`src/rtl/reg16_write_arbiter.sv`:
```
// Arbitrates two requesters for the byte-wide write port of a 16-bit register and
// sequences one or two byte writes from a latched word, pulsing done on completion.
module reg16_write_arbiter #(
  parameter bit HIGH_FIRST = 1'b1,
  parameter bit RR_EN      = 1'b1
) (
  input  logic        clk,
  input  logic        rst,
  input  logic        req0,
  input  logic [1:0]  mode0,
  input  logic [15:0] data0,
  output logic        ack0,
  input  logic        req1,
  input  logic [1:0]  mode1,
  input  logic [15:0] data1,
  output logic        ack1,
  output logic        set_high,
  output logic        set_low,
  output logic [7:0]  value,
  output logic        busy,
  output logic        done,
  output logic        done_id
);

  typedef enum logic [1:0] {StIdle, StWr1, StWr2, StDone} state_e;

  state_e      state_q, state_d;
  logic [15:0] word_q, word_d;
  logic [1:0]  mode_q, mode_d;
  logic        id_q, id_d;
  logic        last_grant_q, last_grant_d;
  logic        set_high_q, set_high_d;
  logic        set_low_q, set_low_d;
  logic [7:0]  value_q, value_d;
  logic        done_q, done_d;
  logic        done_id_q, done_id_d;

  logic        req_any;
  logic        win_id;
  logic        first_high;
  logic        idle;

  assign idle    = (state_q == StIdle);
  assign req_any = req0 | req1;
  // On contention, round-robin picks the requester not served last.
  assign win_id  = (req0 & req1) ? (RR_EN ? ~last_grant_q : 1'b0) : req1;

  // Acks are held off while reset is asserted since the accepting edge will be discarded.
  assign ack0 = rst & idle & req0 & ~win_id;
  assign ack1 = rst & idle & req1 & win_id;

  assign busy     = ~idle;
  assign set_high = set_high_q;
  assign set_low  = set_low_q;
  assign value    = value_q;
  assign done     = done_q;
  assign done_id  = done_id_q;

  always_comb begin
    state_d      = state_q;
    word_d       = word_q;
    mode_d       = mode_q;
    id_d         = id_q;
    last_grant_d = last_grant_q;
    set_high_d   = 1'b0;
    set_low_d    = 1'b0;
    value_d      = 8'h00;
    done_d       = 1'b0;
    done_id_d    = 1'b0;

    unique case (state_q)
      StIdle: begin
        if (req_any) begin
          word_d       = win_id ? data1 : data0;
          mode_d       = win_id ? mode1 : mode0;
          id_d         = win_id;
          last_grant_d = win_id;
          state_d      = (mode_d == 2'b00) ? StDone : StWr1;
        end
      end
      StWr1:   state_d = (mode_q == 2'b11) ? StWr2 : StDone;
      StWr2:   state_d = StDone;
      StDone:  state_d = StIdle;
      default: state_d = StIdle;
    endcase

    // Strobes are registered from the word/mode that the next state will work on.
    first_high = (mode_d == 2'b10) | ((mode_d == 2'b11) & HIGH_FIRST);
    unique case (state_d)
      StWr1: begin
        set_high_d = first_high;
        set_low_d  = ~first_high;
        value_d    = first_high ? word_d[15:8] : word_d[7:0];
      end
      StWr2: begin
        set_high_d = ~HIGH_FIRST;
        set_low_d  = HIGH_FIRST;
        value_d    = HIGH_FIRST ? word_d[7:0] : word_d[15:8];
      end
      StDone: begin
        done_d    = 1'b1;
        done_id_d = id_d;
      end
      default: ;
    endcase
  end

  always_ff @(posedge clk) begin
    if (!rst) begin
      state_q      <= StIdle;
      word_q       <= 16'h0000;
      mode_q       <= 2'b00;
      id_q         <= 1'b0;
      last_grant_q <= 1'b1;
      set_high_q   <= 1'b0;
      set_low_q    <= 1'b0;
      value_q      <= 8'h00;
      done_q       <= 1'b0;
      done_id_q    <= 1'b0;
    end else begin
      state_q      <= state_d;
      word_q       <= word_d;
      mode_q       <= mode_d;
      id_q         <= id_d;
      last_grant_q <= last_grant_d;
      set_high_q   <= set_high_d;
      set_low_q    <= set_low_d;
      value_q      <= value_d;
      done_q       <= done_d;
      done_id_q    <= done_id_d;
    end
  end

endmodule

```
`config.mk`:
```
export PLATFORM = sky130hd
export DESIGN_NAME = reg16_write_arbiter
export DESIGN_NICKNAME = d
export VERILOG_FILES = /design/src/rtl/reg16_write_arbiter.sv
export SDC_FILE = /design/constraint.sdc
export NUM_CORES = 1
export LEC_CHECK = 0
export ABC_AREA = 1
export BUFFER_PORTS_ARGS = -buffer_cell sky130_fd_sc_hd__buf_4
export CAP_MARGIN = 10
export CORE_MARGIN = 2
export CORE_UTILIZATION = 35
export DETAILED_ROUTE_END_ITERATION = 12
export SLEW_MARGIN = 30
export SYNTH_ARGS = -nofsm -noshare
export SYNTH_HDL_FRONTEND = slang
export SYNTH_SLANG_ARGS = --single-unit
```
`constraint.sdc`:
```
create_clock -name clk -period 4.5 [get_ports clk]
set_input_delay 1.125 -clock clk [delete_from_list [all_inputs] [get_ports clk]]
set_output_delay 1.125 -clock clk [all_outputs]
set_load 0.005 [all_outputs]
```
==> results of run 1 <==
## cell type report
cell class,instances,share of cell area
clock inverter,2,0.00574
sequential,34,0.312
inverter,34,0.0585
clock buffer,6,0.0379
timing repair buffer,55,0.189
tap,54,0.0310
multi-input combinational,153,0.365
## power breakdown
group          switching (mW)  internal, mW
Clock                   0.114         0.123
Combinational           0.387         0.225
Sequential             0.0315         0.393
Total                   0.532         0.740
## worst max path at each step
stage	from	end	slack, ns	cells past startpoint
2_1_floorplan	req0	ack1	1.61	6
4_1_cts	req0	ack1	1.11	7
3_3_place_gp	req0	ack1	1.11	7
6_report	req0	ack1	1.11	7
5_1_grt	req0	ack1	0.95	7
3_5_place_dp	req0	ack1	1.12	7
## layer usage
layer / up-vias / track usage / wire length [um] / part of all wire
li1: 840 / - / - / -
met5: - / 0 / 0 / 0
met4: 0 / 0.0700 / 41 / 0.011
met1: 700 / 0.188 / 1690 / 0.46
met3: 5 / 0.0428 / 160 / 0.043
met2: 32 / 0.248 / 1800 / 0.49
## critical path: stages
cell     delay [ns]
buf_4          0.12
nand2_1        0.11
nand2_2        0.36
nor2_1         0.26
inv_1          0.08
nor2_1         0.09
buf_4          0.11
## logic make-up after synthesis
group | after synthesis | share of synthesized area
AOI/OAI and AO/OA | 41 | 0.155
adders and majority gates | 6 | 0.0454
buffers and inverters | 42 | 0.107
DFF | 34 | 0.411
and+or+nand+nor | 106 | 0.281
## cells in the final DEF, fill, tap and decap left out, types with 2 or more instances in the layout
master	Yosys	layout
nor2_1	9	9
nand2_1	67	67
clkbuf_8	0	6
inv_1	32	32
ha_1	6	6
o21ai_0	2	2
a21oi_1	22	22
nand3_1	23	23
o211ai_1	16	16
nand2_2	2	2
dfxtp_1	34	34
buf_4	2	55
## state kept, by name, summed over array words and instances (netlist names), 2 cells and up
register and flops:
value 8, state_q 2, word_q 16, mode_q 2
## metrics by stage
step / total power [mW] / setup WS (ns) / std cells
3_3_place_gp: 1.04 / 1.11 / 330
6_report: 1.27 / 1.11 / 338
2_1_floorplan: 0.876 / 1.61 / 229
5_1_grt: 1.41 / 0.946 / 338
3_5_place_dp: 1.05 / 1.12 / 330
4_1_cts: 1.29 / 1.11 / 338
==> summary.md, run 1 <==
| Metric | Value |
|---|---|
| YS warnings | 0 |
| First-pass GRT wire length | 6.21 mm |
| Multi-input gate area in the final layout | 797 um2 |
| Outcome | completed |
| Antenna Cells | 0 |
| Slew Limit Fails | 0 |
| Worst Path Arrival | 2.26 ns |
| Final Hold Fails | 0 |
| Detail Route Antenna Nets | 0 |
| Hold WC Path Type | flop to flop |
| CTS clk-pin slew, worst paths | 0.06 ns |
| FF-to-FF End | value[0] |
| Actual slew at the worst max-slew pin | 0.598 ns |
| Top cell type's share of synthesized area | 0.411 |
| Peak VDD IR | 0.326 mV |
| Vias in the first global route | 1445 |
| Crit start category | input pin |
| Syn_nets | 275 |
| Die H | 72.7 um |
| Worst Reg-to-Reg Cells | 12 |
| Antenna violations before repair | 0 |
| Syn Inst Count | 229 |
| Total Routed Length | 3.69 mm |
| Clk_lat worst skew | 0.29 ns |
| DR iter-0 viols | 72 |
| Distinct cells, synth | 22 |
| Hold Crit Endpoint | word_q[1] |
| Routed vias/inst | 4.67 |
| H-tree Lvls | 2 |
| Core Util, Final | 0.471 |
| Dpl hpwl | 2.72 mm |
| Most frequently used flop master after synthesis | dfxtp_1 |
| Num rows | 25 |
| Final min period | 3.39 ns |
| Leakage | 1.16 nW |
| CTS tree | built |
| Post-synth EDFFs | 0 |
| Total grt overflow | 0 |
| Drt drc | 0 |
| Root buffer cell | clkbuf_8 |
| Min Hold Slack | 0.471 ns |
| Setup Buffers After CTS | 0 |
| Area of the core | 4630 um2 |
| PwrDens | 584 nW/um2 |
| Die W | 72.7 um |
| CTS buffer count | 5 |
| Final setup violation count | 0 |
| Min-delay src | word_q[1] |
| Part of the cycle the worst path needs | 0.752 |
| Final setup TNS | 0 ns |
| Syn_area_per_cell | 7.22 um2 |
| Worst Skew | 0.00864 ns |
| Initial DRT Pass Iterations | 4 |
| Hold Buf Count CTS | 0 |
| Largest area contributor in the netlist | dfxtp_1 |
| Most common cell in the netlist | nand2_1 |
| IO Count | 55 |
| R2r setup slk | 2.02 ns |
| Port bufs | 54 |
| Worst Setup End Kind | primary output |
| Largest net degree at the start of global routing | 37 |
| Clock sinks | 34 |
| Global-route usage over all layers | 0.153 |
| Share of cells above drive strength 1 | 0.254 |
| Gp weighted congestion | 0.793 |
| Final nets | 329 |
| FF-to-FF Start | last_grant_q |
| Cell Area, Synth | 1650 um2 |
| Fmax | 0.295 GHz |
| Synth top cells by count | nand2_1 (67), dfxtp_1 (34), inv_1 (32), nand3_1 (23), a21oi_1 (22) |
| Relative slew slack | 0.600 |
| Wire per inst | 10.9 um |
| Initial Utilization | 0.357 |
| Post-synthesis sequential area ratio | 0.411 |
| Fill cells | 485 |
| Critical path class | input pin to primary output |
| Die area | 5290 um2 |
| Placed inst area | 2090 um2 |
| Worst-path fanout max | 36 |
| Area Growth Syn to Fin | 31.8% |
| Async S/R FF share, synth | 0 |
| Post-route cell area | 2180 um2 |
| Worst endpoint required time | 3.38 ns |
| Via count | 1577 |
| Post_cts resized | 0 |
| Top cells by area, synth | dfxtp_1 (41%), nand2_1 (15%), inv_1 (7.3%), o211ai_1 (7.3%), nand3_1 (7.0%) |
| Unrepaired setup endpoints after global routing | false |
| Max clock buf depth | 2 |
| FF/Latch Area | 681 um2 |
| # Max-Cap Violations | 0 |
| Hold Path Stages | 2 |
| Seq cells post-synth | 34 |
Note: power is estimated with default switching activity, not from simulation.
==> inputs of run 2 (changes only) <==
- clock period: 4.5 -> 3.2 ns (I/O delays scaled with it)
==> run 2 against run 1 <==
  * Critical path depth unchanged
  * First-iteration DRC count increased by 5.6%
  * Non-clock buffer count increased by 2
  * Clock-buffer cell count unchanged
  * Critical endpoint unchanged
  * Highest routed layer unchanged
==> summary.md, run 2 (same netlist as run 1, synthesis figures left out) <==
| Metric | Value |
|---|---|
| Total Routed Length | 3.76 mm |
| Area Growth Syn to Fin | 32.0% |
| Part of the cycle the worst path needs | 0.801 |
| Port bufs | 54 |
| Final Power | 1.79 mW |
| Hold Buf Count CTS | 0 |
| Hold WC Path Type | flop to flop |
| Sw power | 740 uW |
| Actual slew at the worst max-slew pin | 0.480 ns |
| Crit start category | input pin |
| Worst-path fanout max | 21 |
| Via count | 1609 |
| DR iter-0 viols | 76 |
| Final min period | 2.56 ns |
| Wire per inst | 11.1 um |
| Setup Buffers After CTS | 0 |
| CTS buffer count | 5 |
| Post-Place Cells | 332 |
| Max FFs per register | 16 |
| # Max-Cap Violations | 0 |
| Die H | 72.7 um |
| PwrDens | 818 nW/um2 |
| Clock sinks | 34 |
| Total grt overflow | 0 |
| Post_cts resized | 0 |
| H-tree Lvls | 2 |
| Clock power frac | 0.174 |
| CTS clk-pin slew, worst paths | 0.06 ns |
| Dpl hpwl | 2.80 mm |
| Final nets | 331 |
| Antenna Cells | 0 |
| Worst Skew | 0.00420 ns |
| Post-Layout Cell Count | 338 |
| Final setup violation count | 0 |
| Commonest cells after routing, fill and taps aside | nand2_1 (67), buf_4 (57), dfxtp_1 (34) |
| Clk_lat worst skew | 0.28 ns |
| Worst endpoint required time | 2.40 ns |
| Initial Utilization | 0.357 |
| P_int | 1.05 mW |
| Leakage | 1.16 nW |
| FF/Latch Area | 681 um2 |
| Critical path class | input pin to primary output |
| Area of the core | 4630 um2 |
| Relative slew slack | 0.679 |
| Root buffer cell | clkbuf_8 |
| Min Hold Slack | 0.469 ns |
| Top reg by flops | word_q |
| Initial DRT Pass Iterations | 4 |
| Die area | 5290 um2 |
| Unrepaired setup endpoints after global routing | false |
| Commonest non-fill, non-tap cell in the layout | nand2_1 |
| Peak VDD IR | 0.321 mV |
| Global-route usage over all layers | 0.153 |
| Fmax | 0.390 GHz |
| Fill cells | 477 |
| Switching fraction of total power | 0.414 |
| First-pass GRT wire length | 6.22 mm |
| Final Hold Fails | 0 |
| Max clock buf depth | 2 |
| Detail Route Antenna Nets | 0 |
| Sequential share of power | 0.334 |
| Gp weighted congestion | 0.724 |
| Worst Setup End Kind | primary output |
| Share of cells above drive strength 1 | 0.254 |
| Die W | 72.7 um |
| Slew Limit Fails | 0 |
| Outcome | completed |
| Combinational Power Share | 0.493 |
| Final setup TNS | 0 ns |
| CTS tree | built |
| IO Count | 55 |
| Multi-input gate area in the final layout | 797 um2 |
| Num rows | 25 |
| Largest net degree at the start of global routing | 23 |
| Worst Path Arrival | 1.76 ns |
| Routed vias/inst | 4.76 |
| Vias in the first global route | 1454 |
| Drt drc | 0 |
| Antenna violations before repair | 0 |
## run 2: cell types whose count changed in the layout (fill, tap and decap cells not counted)
cell,previous run,this run
clkinvlp_4,1,0
clkinv_2,1,0
buf_4,55,57
## run 2: stage by stage
stage	setup WS [ns]	area, um2	util
CTS	0.626	2180	0.472
detailed placement	0.378	2100	0.454
global placement	0.432	2100	0.454
floorplan	0.954	1650	-
global route	0.410	2180	0.472
finish	0.637	2180	0.472
## run 2: final cells by class
type	count	share of cell area
clock buffer	6	0.0378
inverter	34	0.0585
multi-input combinational	153	0.365
sequential	34	0.312
tap	54	0.0309
timing repair buffer	57	0.196
## run 2: critical path, cell delays in order
cell	delay, ns
buf_4	0.12
nand2_1	0.11
nand2_2	0.24
nor2_1	0.21
inv_1	0.08
nor2_1	0.09
buf_4	0.12
## run 2: layer usage
metal  vias up  share of wire  track usage
met5         -              0            0
met4         0          0.013       0.0617
met3         5          0.039       0.0401
met2        34           0.49        0.260
met1       723           0.45        0.184
li1        847              -            -
## run 2: final timing paths
check | to | cells past startpoint | from | slack, ns
max reg2reg | value[4] | 12 | last_grant_q | 0.97
min | last_grant_q | 2 | last_grant_q | 0.47
max | ack1 | 7 | req0 | 0.64
min reg2reg | last_grant_q | 2 | last_grant_q | 0.47
## run 2: power by group through the flow
stage,logic [mW],registers [mW],clock network [mW]
2_1_floorplan,0.630,0.602,0
3_3_place_gp,0.885,0.605,0
3_5_place_dp,0.887,0.606,0
4_1_cts,0.891,0.597,0.316
5_1_grt,1.01,0.609,0.337
6_report,0.880,0.596,0.310
==> inputs of run 3 (changes only) <==
- clock period: 3.2 -> 2.6 ns (I/O delays scaled with it)
==> run 3 against run 2 <==
  * Sequential power grew 23%
  * Utilization grew 0.84 points
  * Global-route usage shrank 0.13 points
  * Sequential share of layout area shrank 0.54 points
  * Critical path type unchanged
==> summary.md, run 3 (same netlist as run 1, synthesis figures left out) <==
| Metric | Value |
|---|---|
| Leakage | 1.18 nW |
| Hold WC Path Type | flop to flop |
| FF-to-FF Start | state_q[0] |
| Worst-path fanout max | 17 |
| Antenna violations before repair | 0 |
| IO Count | 55 |
| Wire per inst | 11.1 um |
| Initial DRT Pass Iterations | 4 |
| Vias in the first global route | 1329 |
| Final nets | 332 |
| Antenna Cells | 0 |
| Hold Buf Count CTS | 0 |
| Peak VDD IR | 0.477 mV |
| Fill cells | 478 |
| Total grt overflow | 0 |
| Min-delay src | word_q[0] |
| Area of the core | 4630 um2 |
| DR iter-0 viols | 56 |
| Fmax | 0.448 GHz |
| Commonest non-fill, non-tap cell in the layout | nand2_1 |
| Final Power | 2.33 mW |
| Share of cells above drive strength 1 | 0.261 |
| Final min period | 2.23 ns |
| Largest net degree at the start of global routing | 23 |
| Drt drc | 0 |
| Num rows | 25 |
| Port bufs | 54 |
| Root buffer cell | clkbuf_8 |
| Max FFs per register | 16 |
| Final setup violation count | 0 |
| Worst endpoint required time | 1.95 ns |
| Die W | 72.7 um |
| Critical path origin | req0 |
| Crit start category | input pin |
| Actual slew at the worst max-slew pin | 0.525 ns |
| Via count | 1575 |
| Final Hold Fails | 0 |
| Routed vias/inst | 4.62 |
| Worst Setup End Kind | primary output |
| Dpl hpwl | 2.78 mm |
| Area Growth Syn to Fin | 34.3% |
| Worst Skew | 0.00812 ns |
| Final setup TNS | 0 ns |
| Critical path class | input pin to primary output |
| Total Routed Length | 3.78 mm |
| Setup Buffers After CTS | 0 |
| Max clock buf depth | 2 |
| Detail Route Antenna Nets | 0 |
| CTS buffer count | 5 |
| CTS tree | built |
| CTS clk-pin slew, worst paths | 0.07 ns |
| PwrDens | 1050 nW/um2 |
| Clock sinks | 34 |
| Global-route usage over all layers | 0.152 |
| Post-Layout Cell Count | 341 |
| Slew Limit Fails | 0 |
| Post-Place Cells | 333 |
| Unrepaired setup endpoints after global routing | false |
| Relative slew slack | 0.649 |
| Die area | 5290 um2 |
| Gp weighted congestion | 0.787 |
| Die H | 72.7 um |
| # Max-Cap Violations | 0 |
| Clk_lat worst skew | 0.29 ns |
| H-tree Lvls | 2 |
| Worst Path Arrival | 1.58 ns |
| Commonest cells after routing, fill and taps aside | nand2_1 (67), buf_4 (58), dfxtp_1 (34) |
| Top reg by flops | word_q |
| Initial Utilization | 0.357 |
| Post_cts resized | 0 |
| Outcome | completed |
| Part of the cycle the worst path needs | 0.859 |
| First-pass GRT wire length | 6.04 mm |
==> run 3: cell type report <==
class | count | area (um2) | share of cell area
multi-input combinational | 153 | 797 | 0.359
clock buffer | 5 | 68.8 | 0.0310
clock inverter | 3 | 45.0 | 0.0203
sequential | 34 | 681 | 0.306
inverter | 34 | 128 | 0.0574
timing repair buffer | 58 | 435 | 0.196
tap | 54 | 67.6 | 0.0304
==> run 3: report_power, final <==
part | total [mW] | leakage (nW) | switching (mW) | internal (mW)
clock network | 0.488 | 0.0504 | 0.203 | 0.285
logic | 1.11 | 0.847 | 0.698 | 0.413
registers | 0.733 | 0.279 | 0.0540 | 0.679
==> run 3: worst paths after layout <==
path / endpoint / slack (ns) / depth (start not counted)
worst max-delay path: ack1 / 0.37 / 8
worst max register to register: value[0] / 0.49 / 10
worst min-delay path: word_q[0] / 0.47 / 2
worst min register to register: word_q[0] / 0.47 / 2
==> run 3: routing by layer <==
metal,vias to the layer above,share of wire,GRT usage
met5,-,0,0
met4,0,0.012,0.0494
met3,4,0.046,0.0566
met2,33,0.49,0.249
met1,688,0.46,0.184
li1,850,-,-
==> run 3: through the flow <==
stage          worst slack, ns  hold slack, ns  area, um2   util
2_1_floorplan            0.504           0.429       1650      -
3_3_place_gp             0.350           0.459       2110  0.455
3_5_place_dp             0.311           0.461       2110  0.455
4_1_cts                  0.363           0.475       2220  0.480
5_1_grt                  0.241           0.489       2220  0.480
6_report                 0.366           0.471       2220  0.480
==> run 3: critical path: stages <==
cell	delay (ns)
buf_4	0.12
nand2_1	0.10
nand2_2	0.09
buf_4	0.20
nor2_1	0.14
inv_1	0.07
nor2_1	0.09
buf_4	0.12
